## config.mk

```make
export PLATFORM = sky130hd
export DESIGN_NAME = serial_cmp_feeder_flat
export DESIGN_NICKNAME = d
export VERILOG_FILES = /design/src/rtl/serial_cmp_feeder_if.sv /design/src/rtl/serial_cmp_feeder.sv /design/src/flat_wrapper.sv
export SDC_FILE = /design/constraint.sdc
export NUM_CORES = 1
export LEC_CHECK = 0
export CORE_ASPECT_RATIO = 1.5
export CORE_MARGIN = 5
export CORE_UTILIZATION = 43
export DETAILED_ROUTE_END_ITERATION = 8
export GPL_TIMING_DRIVEN = 1
export PLACE_DENSITY = 0.76
export SLEW_MARGIN = 20
export SYNTH_ARGS = -nofsm -noshare
export SYNTH_HDL_FRONTEND = slang
export SYNTH_SLANG_ARGS = --single-unit
```

## constraint.sdc

```tcl
create_clock -name clk -period 1.7 [get_ports clk]
set_clock_uncertainty 0.1 [all_clocks]
set_input_delay 0.34 -clock clk [delete_from_list [all_inputs] [get_ports clk]]
set_output_delay 0.34 -clock clk [all_outputs]
set_load 0.01 [all_outputs]
```

## src/rtl/serial_cmp_feeder_if.sv

```systemverilog
// Operand handshake, stall control and serial bit-pair outputs of the serial comparator feeder.
// slave modport is the feeder; master modport is the operand source and comparator side.
interface serial_cmp_feeder_if #(
  parameter int WIDTH = 8
);
  logic             in_valid;
  logic             in_ready;
  logic [WIDTH-1:0] a_word;
  logic [WIDTH-1:0] b_word;
  logic             stall;
  logic             cmp_clr;
  logic             a_bit;
  logic             b_bit;
  logic             last_bit;
  logic             busy;
  logic             done;

  modport slave (
    input  in_valid, a_word, b_word, stall,
    output in_ready, cmp_clr, a_bit, b_bit, last_bit, busy, done
  );

  modport master (
    output in_valid, a_word, b_word, stall,
    input  in_ready, cmp_clr, a_bit, b_bit, last_bit, busy, done
  );
endinterface

```

## src/rtl/serial_cmp_feeder.sv

```systemverilog
// Shifts an accepted operand pair out LSB first to a bit-serial comparator; accepts one pair per WIDTH+3 cycles.
// Done is high WIDTH+2 cycles after the accepting cycle; stall freezes SHIFT, and in_ready is high only in IDLE.
module serial_cmp_feeder #(
  parameter int WIDTH = 8
) (
  input logic             clk,
  input logic             reset,
  serial_cmp_feeder_if.slave bus
);
  localparam int CW = (WIDTH > 1) ? $clog2(WIDTH) : 1;
  localparam logic [CW-1:0] LAST = CW'(WIDTH - 1);

  typedef enum logic [1:0] {
    IDLE  = 2'd0,
    CLEAR = 2'd1,
    SHIFT = 2'd2,
    DONE  = 2'd3
  } state_t;

  state_t           state;
  state_t           state_nxt;
  logic [WIDTH-1:0] sha;
  logic [WIDTH-1:0] shb;
  logic [CW-1:0]    cnt;

  always_ff @(posedge clk or posedge reset) begin
    if (reset) begin
      state <= IDLE;
    end else begin
      state <= state_nxt;
    end
  end

  // Counter saturates at LAST; it is only reloaded when a new pair is accepted.
  always_ff @(posedge clk or posedge reset) begin
    if (reset) begin
      sha <= '0;
      shb <= '0;
      cnt <= '0;
    end else if (state == IDLE && bus.in_valid) begin
      sha <= bus.a_word;
      shb <= bus.b_word;
      cnt <= '0;
    end else if (state == SHIFT && !bus.stall) begin
      sha <= {1'b0, sha[WIDTH-1:1]};
      shb <= {1'b0, shb[WIDTH-1:1]};
      if (cnt != LAST) begin
        cnt <= cnt + CW'(1);
      end
    end
  end

  // Outputs decode from state and registers only, so none depends on in_valid.
  always_comb begin
    state_nxt    = state;
    bus.in_ready = 1'b0;
    bus.cmp_clr  = 1'b0;
    bus.a_bit    = 1'b0;
    bus.b_bit    = 1'b0;
    bus.last_bit = 1'b0;
    bus.busy     = 1'b1;
    bus.done     = 1'b0;
    case (state)
      IDLE: begin
        bus.in_ready = 1'b1;
        bus.busy     = 1'b0;
        if (bus.in_valid) begin
          state_nxt = CLEAR;
        end
      end
      CLEAR: begin
        bus.cmp_clr = 1'b1;
        state_nxt   = SHIFT;
      end
      SHIFT: begin
        bus.a_bit    = sha[0];
        bus.b_bit    = shb[0];
        bus.last_bit = (cnt == LAST);
        if (!bus.stall && cnt == LAST) begin
          state_nxt = DONE;
        end
      end
      DONE: begin
        bus.done  = 1'b1;
        state_nxt = IDLE;
      end
      default: begin
        state_nxt = IDLE;
      end
    endcase
  end
endmodule

```

## src/flat_wrapper.sv

```systemverilog
// flat-port wrapper written by rule: the top's interface ports become plain ports
module serial_cmp_feeder_flat 
#(
  parameter int WIDTH = 8
)
  (clk, reset, bus_in_valid, bus_a_word, bus_b_word, bus_stall, bus_in_ready, bus_cmp_clr, bus_a_bit, bus_b_bit, bus_last_bit, bus_busy, bus_done);
  serial_cmp_feeder_if #(.WIDTH(WIDTH)) bus_i ();
  input logic clk;
  input logic reset;
  input wire logic [$bits(bus_i.in_valid)-1:0] bus_in_valid;
  input wire logic [$bits(bus_i.a_word)-1:0] bus_a_word;
  input wire logic [$bits(bus_i.b_word)-1:0] bus_b_word;
  input wire logic [$bits(bus_i.stall)-1:0] bus_stall;
  output wire logic [$bits(bus_i.in_ready)-1:0] bus_in_ready;
  output wire logic [$bits(bus_i.cmp_clr)-1:0] bus_cmp_clr;
  output wire logic [$bits(bus_i.a_bit)-1:0] bus_a_bit;
  output wire logic [$bits(bus_i.b_bit)-1:0] bus_b_bit;
  output wire logic [$bits(bus_i.last_bit)-1:0] bus_last_bit;
  output wire logic [$bits(bus_i.busy)-1:0] bus_busy;
  output wire logic [$bits(bus_i.done)-1:0] bus_done;
  assign bus_i.in_valid = bus_in_valid;
  assign bus_i.a_word = bus_a_word;
  assign bus_i.b_word = bus_b_word;
  assign bus_i.stall = bus_stall;
  assign bus_in_ready = bus_i.in_ready;
  assign bus_cmp_clr = bus_i.cmp_clr;
  assign bus_a_bit = bus_i.a_bit;
  assign bus_b_bit = bus_i.b_bit;
  assign bus_last_bit = bus_i.last_bit;
  assign bus_busy = bus_i.busy;
  assign bus_done = bus_i.done;
  serial_cmp_feeder #(.WIDTH(WIDTH)) u_core (.clk(clk), .reset(reset), .bus(bus_i));
endmodule
```

# Yosys cells after proc, flatten, opt, wreduce, memory -nomap -nowiden
# Index checks and enable logic that the tools add are counted.
# word_totals
register_bits	21
in_bits	20
elab_cells	38
# op_classes
add_sub_neg	1
n_eq_ne	7
muxes	17
n_reduce_logical	9
# op_table
cell	count
2-to-1 mux 8 bit	4
2-to-1 mux 3 bit	3
case mux 2 bit (4 select lines)	1
2-to-1 mux 1 bit	7
== test 2 bit, second input constant	2
2-to-1 mux 2 bit	2
!= test 2 bit, second input constant	2
AND reduction 2 bit	2
nonzero test 2 bit	2
adder 3 x 1 -> 3 bit, second input constant	1
== test 3 bit, second input constant	1
logical AND 1 bit	3
!= test 3 bit, second input constant	1
== test 2 x 1 -> 1 bit, second input constant	1
logical NOT 2 bit	1
logical NOT 1 bit	1

# Longest topological paths before layout
# Gate-level depths: netlist of run 1.
# logic_depth
word_depth	4
depth_mapped	8
depth_no_buf	5

# Worst setup path before layout of run 1
# No wires, ideal clock.
# synth_path
kind	register to register
startpoint	register u_core.state[0]
endpoint	register u_core.sha[6]
arrival_ns	1.430
t_required_ns	1.478
setup_slack_ns	0.048
stages_incl_launch_ff	8
period_less_slack_ns	1.652
cell_sequence	dfrtp_1 -> inv_1 -> ha_1 -> and2_1 -> clkbuf_2 -> buf_4 -> mux2i_1 -> o21ai_1
# synth_via
elab_chain_cells	3
elab_cells_between_ends	6
cone_classes	eq/ne (1); mux (1); reduce/logical (4)
# synth_lines
item	line_no	rtl
start, declared	serial_cmp_feeder.sv:20	state_t state;
start signal, assigned	serial_cmp_feeder.sv:30	state <= state_nxt;
== test 2 bit or logical NOT 2 bit (tied branches)	serial_cmp_feeder.sv:44, serial_cmp_feeder.sv:40	
logical AND 1 bit (on tied branches)	serial_cmp_feeder.sv:44, serial_cmp_feeder.sv:40	
nonzero test 2 bit (no line) or 2-to-1 mux 8 bit (tied branches)	n/a	
end signal, assigned	serial_cmp_feeder.sv:41	sha <= bus.a_word;
end signal, assigned	serial_cmp_feeder.sv:45	sha <= {1'b0, sha[WIDTH-1:1]};
end, declared	serial_cmp_feeder.sv:22	logic [WIDTH-1:0] sha;
# Parallel ways exist; a longest one is shown, timed or not.
# A chain may end at the register's enable or synchronous reset.

# Final worst setup path of run 1
# layout_path
startpoint	register u_core.cnt[0]
endpoint	output port bus_last_bit
# layout_via
elab_chain_cells	2
# layout_lines
item	line_no	rtl
start, declared	serial_cmp_feeder.sv:24	logic [CW-1:0] cnt;
start signal, assigned	serial_cmp_feeder.sv:48	cnt <= cnt + CW'(1);
== test 3 bit	serial_cmp_feeder.sv:78	bus.last_bit = (cnt == LAST);
2-to-1 mux 1 bit	serial_cmp_feeder.sv:63	case (state)
end, declared	flat_wrapper.sv:18	output wire logic [$bits(bus_i.last_bit)-1:0] bus_last_bit;
# No other way between the ends.

==> results of run 1 <==
-- power groups by stage --
stage               combinational (mW)  clock (mW)  sequential, mW
global route                      1.40       0.257           0.834
finish                            1.25       0.231           0.808
CTS                               1.22       0.240           0.800
detailed placement                1.18           0           0.805
floorplan                        0.811           0           0.786
global placement                  1.14           0           0.793
-- layer usage --
layer,part of all wire [%],up-vias,global-route usage [%]
met5,0,-,0
met3,5.1,4,2.86
met1,41,418,16.2
met2,51,18,23.1
met4,2.1,0,6.12
li1,-,438,-
-- synth_stat cells --
cell type,instances
buf_6,3
a21oi_1,2
buf_4,1
clkbuf_1,2
o21ai_1,5
o21ai_2,5
o22a_1,1
ha_1,6
xnor2_1,1
a2bb2oi_1,1
nor2_1,1
nand2_1,3
mux2_2,1
a22o_1,2
mux2i_1,14
inv_1,4
nor3b_2,1
and2_4,1
nand3_1,14
nand2b_1,2
and2_1,4
o21ai_0,6
clkbuf_2,1
buf_2,1
dfrtp_1,21
-- critical path: stages (launching register included) --
cell	delay (ps)
dfrtp_1	400
ha_2	200
ha_4	160
and2_4	130
buf_6	110
-- layout make-up --
class / count / area share, %
well taps: 24 / 1.95
clock inverters: 1 / 0.324
repair buffers: 40 / 23.5
multi-input cells: 70 / 37.7
flip-flops and latches: 21 / 34.1
clock buffers: 3 / 1.46
inverters: 4 / 0.973
-- flip-flops by register name, summed over array words and instances, names as in the netlist --
| register | flops |
|---|---|
| u_core.cnt | 3 |
| u_core.state | 2 |
| u_core.shb | 8 |
| u_core.sha | 8 |
-- kinds of logic after synthesis --
family / count (synthesis) / synth area share [%]
and+or+nand+nor: 26 / 12.8
buffers and inverters: 12 / 6.58
adders and majority gates: 6 / 6.69
muxes: 15 / 13.5
AOI/OAI and AO/OA: 22 / 12.8
xor gates and xnor gates: 1 / 0.781
DFF: 21 / 46.8
-- how the worst max path moves through the flow --
stage | start | endpoint | slack [ps] | depth (start not counted)
4_1_cts | u_core.cnt[1] | bus_last_bit | -50 | 4
2_1_floorplan | u_core.state[0] | u_core.sha[6] | 50 | 7
3_3_place_gp | u_core.cnt[0] | bus_last_bit | -70 | 4
6_report | u_core.cnt[0] | bus_last_bit | -40 | 4
5_1_grt | u_core.cnt[0] | bus_last_bit | -80 | 4
3_5_place_dp | u_core.cnt[0] | bus_last_bit | -80 | 4
-- per-stage QoR --
stage / total power [mW] / hold WS, ps / instances
6_report: 2.29 / 257 / 163
5_1_grt: 2.49 / 292 / 163
4_1_cts: 2.26 / 262 / 163
3_5_place_dp: 1.98 / 388 / 158
3_3_place_gp: 1.93 / 383 / 158
2_1_floorplan: 1.60 / 217 / 103
-- what timing repair did --
item                                   in CTS  in global routing
hold buffers                                0                  0
setup endpoints to repair                   8                 10
pin swaps                                   2                  3
resized for setup                          32                 12
endpoints found under the hold margin       0                  0
setup buffers                               1                  0
==> impl_results.md, run 1 <==
- Inserted Clock Buffers: 3
- P_int: 1.44 mW
- Reg clk slew, reported paths: 110 ps
- Port bufs: 26
- Chip Height: 72.6 um
- 1st-pass router iterations: 3
- GRT Total Usage: 13.6%
- Vias in the first global route: 865
- Layout fillers: 216
- Pin count of the biggest net entering global routing: 22
- Antenna Nets Post-Route: 0
- Detailed-placement wirelength estimate: 1690 um
- Sw power: 0.851 mW
- Final Util: 62.3%
- Via density: 5.39
- Tcrit/Tclk final: 103%
- Crit. End Element: primary output
- Drt total wl: 2240 um
- Mapped cell area: 1120 um^2
- Sequential Power Share: 35.3%
- Post-route cell area: 1540 um^2
- Die width: 51.7 um
- Sum Neg Setup Slack: -59.5 ps
- Failing checks: setup timing
- FF-to-FF path depth: 7
- GP Congestion: 0.707
- Sequential fraction of the synthesis area: 46.8%
- Synthesis-to-finish area growth: 37.5%
- Ys Warns: 0
- Sw Ratio: 37.2%
- Comb pwr share: 54.6%
- Core footprint: 2480 um^2
- RR Startpoint: u_core.state[1]
- Syn Area/Cell: 10.9 um^2
- Status: finished with violations
- Fin. Hold Viols: 0
- Most frequent cells in the layout: 21 x dfrtp_1, 19 x clkdlybuf4s50_1, 14 x nand3_1
- CP Data Arrival Time: 1300 ps
- Setup CP Type: flop to primary output
- Via count: 878
- Max Cap Viol: 0
- Clock power share: 10.1%
- Synthesized net count: 129
- Worst min path class: primary input to async pin
- Slew Viols, Final: 0
- Diode count: 0
- Area post-placement: 1460 um^2
- Initial antenna violation count: 0
- R2R setup slack: 80 ps
- Clock sink total: 21
- CTS tree: yes
- Syn Inst Count: 103
- Multi-input logic area: 582 um^2
- Synthesized flop and latch total: 21
- Worst-margin pin slew: 264 ps
- Area share of the largest cell type after synthesis: 46.8%
- First-pass GRT wire length: 3840 um
- Final nets: 166
- CTS H-tree depth: 1
- Maximum vdd ir drop: 0.654 mV
- Commonest non-fill, non-tap cell in the layout: dfrtp_1
- Io pins: 27
- Row count: 22
- Root buffer cell: clkbuf_4
- Cell Pwr Density: 1480 nW/um^2
- Maximum clock insertion buffer count: 2
- Sequential Area: 526 um^2
- Clock latency at the later pin of the worst-skew pair: 300 ps
- Area contributors post-synth: dfrtp_1 47%, mux2i_1 12%, ha_1 6.7%, nand3_1 6.2%, o21ai_2 3.9%
- Final Critical Period: 1740 ps
- Slew HR: 82.4%
- Dpl ws: -84.2 ps
- CP Data Required Time: 1260 ps
- Slack of the critical path: -44.2 ps
- Final setup fails: 2
- Fmax: 0.573 GHz
- DIE AREA: 3750 um^2
- P_leak: 0.716 nW
- Area leader, netlist: dfrtp_1
- CP Launch Type: flop
- Gr ovfl total: 0
- Initial Util: 45.3%
- WL per Instance: 13.7 um
- Initial DRC count: 39
- CP max FO: 2
- RSZ-0062 raised after global routing: true
- Netlist cell types: 25
- DRC: 0
- Fraction of layout cells with a size suffix above 1: 31.7%
- Worst r2r dst: u_core.shb[4]
Note: power is estimated with default switching activity, not from simulation.
==> run 2, diff against run 1 <==
--- a/config.mk
+++ b/config.mk
@@ -10,7 +10,8 @@
 export CORE_UTILIZATION = 43
 export DETAILED_ROUTE_END_ITERATION = 8
 export GPL_TIMING_DRIVEN = 1
-export PLACE_DENSITY = 0.76
+export HOLD_SLACK_MARGIN = 0.08
+export PLACE_DENSITY = 0.85
 export SLEW_MARGIN = 20
 export SYNTH_ARGS = -nofsm -noshare
 export SYNTH_HDL_FRONTEND = slang
==> impl_results.md, run 2 (synthesis gave the netlist of run 1 again) <==
- Maximum clock insertion buffer count: 2 (unchanged)
- Worst r2r dst: u_core.state[1] (was u_core.shb[4])
- CP endpoint: bus_last_bit (unchanged)
- Fraction of layout cells with a size suffix above 1: 31.4% (was 31.7%)
- Vias in the first global route: 968 (was 865)
- Crit. End Element: primary output (unchanged)
- Setup CP Type: flop to primary output (unchanged)
- Detailed-placement wirelength estimate: 1790 um (was 1690 um)
- Chip Height: 72.6 um (unchanged)
- Clock sink total: 21 (unchanged)
- Fin. Hold Viols: 0 (unchanged)
- Comb pwr share: 55.9% (was 54.6%)
- Top Usage Layer GRT: met2 (unchanged)
- Final nets: 167 (was 166)
- Layout fillers: 206 (was 216)
- Cell count after placement: 157 (was 158)
- Sequential Power Share: 34.2% (was 35.3%)
- Top Registers: u_core.sha (8), u_core.shb (8), u_core.cnt (3) (unchanged)
- Inserted Clock Buffers: 3 (unchanged)
- Status: finished with violations (unchanged)
- Pin count of the biggest net entering global routing: 22 (unchanged)
- CTS tree: yes (unchanged)
- Reg clk slew, reported paths: 110 ps (about the same)
- Drt total wl: 2360 um (was 2240 um)
- Tcrit/Tclk final: 101% (was 103%)
- Maximum vdd ir drop: 0.740 mV (was 0.654 mV)
- Root buffer cell: clkbuf_4 (unchanged)
- FF-to-FF path depth: 6 (was 7)
- Final Critical Period: 1710 ps (was 1740 ps)
- Io pins: 27 (unchanged)
- Diode count: 0 (unchanged)
- Worst min path class: primary input to async pin (unchanged)
- P_leak: 0.726 nW (was 0.716 nW)
- CP Data Required Time: 1260 ps (about the same)
- Slew HR: 81.7% (was 82.4%)
- Via density: 5.29 (was 5.39)
- Port bufs: 26 (unchanged)
- Die width: 51.7 um (unchanged)
- Initial DRC count: 28 (was 39)
- CTS H-tree depth: 1 (unchanged)
- P_int: 1.48 mW (was 1.44 mW)
- Fmax: 0.583 GHz (was 0.573 GHz)
- Most frequent cells in the layout: 21 x dfrtp_1, 19 x clkdlybuf4s50_1, 14 x mux2i_1, 14 x nand3_1, 11 x buf_4 (was 21 x dfrtp_1, 19 x clkdlybuf4s50_1, 14 x nand3_1)
- Initial Util: 45.3% (unchanged)
- 1st-pass router iterations: 2 (was 3)
- Worst-margin pin slew: 273 ps (was 264 ps)
- Row count: 22 (unchanged)
- Slack of the critical path: -14.2 ps (was -44.2 ps)
- Clock latency at the later pin of the worst-skew pair: 290 ps (was 300 ps)
- DRC: 0 (unchanged)
- Hold slack: 265 ps (was 257 ps)
- Slew Viols, Final: 0 (unchanged)
- Hold buffers post-CTS: 0 (unchanged)
- Gr ovfl total: 0 (unchanged)
- GR Util met3: 0.613% (was 2.86%)
- Commonest non-fill, non-tap cell in the layout: dfrtp_1 (unchanged)
- CP max FO: 5 (was 2)
- Clock power share: 9.9% (was 10.1%)
- RSZ-0062 raised after global routing: true (unchanged)
- Critical Path Start: u_core.state[1] (was u_core.cnt[0])
- Post-route non-filler standard cell count: 164 (was 163)
- Met2 Use GR: 27.3% (was 23.1%)
- Via count: 867 (was 878)
- Cell Pwr Density: 1500 nW/um^2 (was 1480 nW/um^2)
- Sw power: 0.862 mW (was 0.851 mW)
- Max Cap Viol: 0 (unchanged)
- First-pass GRT wire length: 4240 um (was 3840 um)
- Met1 global-route usage: 16.9% (was 16.2%)
- DIE AREA: 3750 um^2 (unchanged)
- GRT Total Usage: 14.6% (was 13.6%)
- GP Congestion: 0.716 (was 0.707)
- R2R setup slack: 90 ps (was 80 ps)
- Final Util: 63.2% (was 62.3%)
- Sw Ratio: 36.8% (was 37.2%)
- RR Startpoint: u_core.cnt[0] (was u_core.state[1])
- CP Launch Type: flop (unchanged)
- Synthesis-to-finish area growth: 39.5% (was 37.5%)
- CP Data Arrival Time: 1270 ps (was 1300 ps)
- Initial antenna violation count: 0 (unchanged)
- WL per Instance: 14.4 um (was 13.7 um)
- Antenna Nets Post-Route: 0 (unchanged)
- Core footprint: 2480 um^2 (unchanged)
- Final setup fails: 1 (was 2)
- Failing checks: setup timing (unchanged)
## run 2: routing by layer
layer  routed length (um)  part of all wire (%)
met1                  987                    42
met2                 1300                    55
met3                   37                   1.6
met4                   34                   1.4
met5                    0                     0
## run 2: worst min-delay path by stage
stage | end | depth (start not counted) | slack (ps) | startpoint
after floorplan | u_core.cnt[0] | 1 | 220 | reset
after global placement | u_core.sha[3] | 2 | 380 | u_core.sha[3]
after detailed placement | u_core.sha[7] | 1 | 390 | u_core.sha[7]
after CTS | u_core.shb[6] | 3 | 260 | reset
after global routing | u_core.sha[2] | 3 | 300 | reset
final | u_core.shb[6] | 3 | 270 | reset
## run 2: cell type report
| class | instances | area (um^2) | share of cell area (%) |
|---|---|---|---|
| well taps | 24 | 30.0 | 1.92 |
| repair buffers | 41 | 389 | 24.9 |
| flip-flops and latches | 21 | 526 | 33.6 |
| inverters | 4 | 15.0 | 0.959 |
| clock buffers | 4 | 26.3 | 1.68 |
| multi-input cells | 70 | 579 | 37.0 |
## run 2: what timing repair did
| item | in CTS | in global routing |
|---|---|---|
| setup endpoints to repair | 8 | 11 |
| buffers inserted | 2 | 1 |
| gates cloned | 0 | 0 |
| pin swaps | 3 | 1 |
| gates resized for setup | 34 | 11 |
## run 2: power groups by stage
stage          Clock (mW)  Combinational [mW]  Sequential, mW
4_1_cts             0.241                1.28           0.798
3_3_place_gp            0                1.14           0.791
2_1_floorplan           0               0.811           0.786
3_5_place_dp            0                1.20           0.800
6_report            0.231                1.31           0.801
5_1_grt             0.257                1.47           0.822
## run 2: worst max-delay path, cell delays in order, from the launching register on
cell     delay [ps]
dfrtp_1         430
buf_6           130
ha_4            160
and2_4          150
buf_6           110
## run 2: through the flow
stage	power (mW)	setup TNS, ps	setup slack [ps]	instance area [um^2]
final	2.34	-14.2	-14.2	1570
after global routing	2.55	-163	-68.4	1570
after CTS	2.32	-43.4	-27.4	1540
after detailed placement	2.00	-340	-102	1470
after global placement	1.93	-178	-72.5	1470
after floorplan	1.60	0	47.7	1120
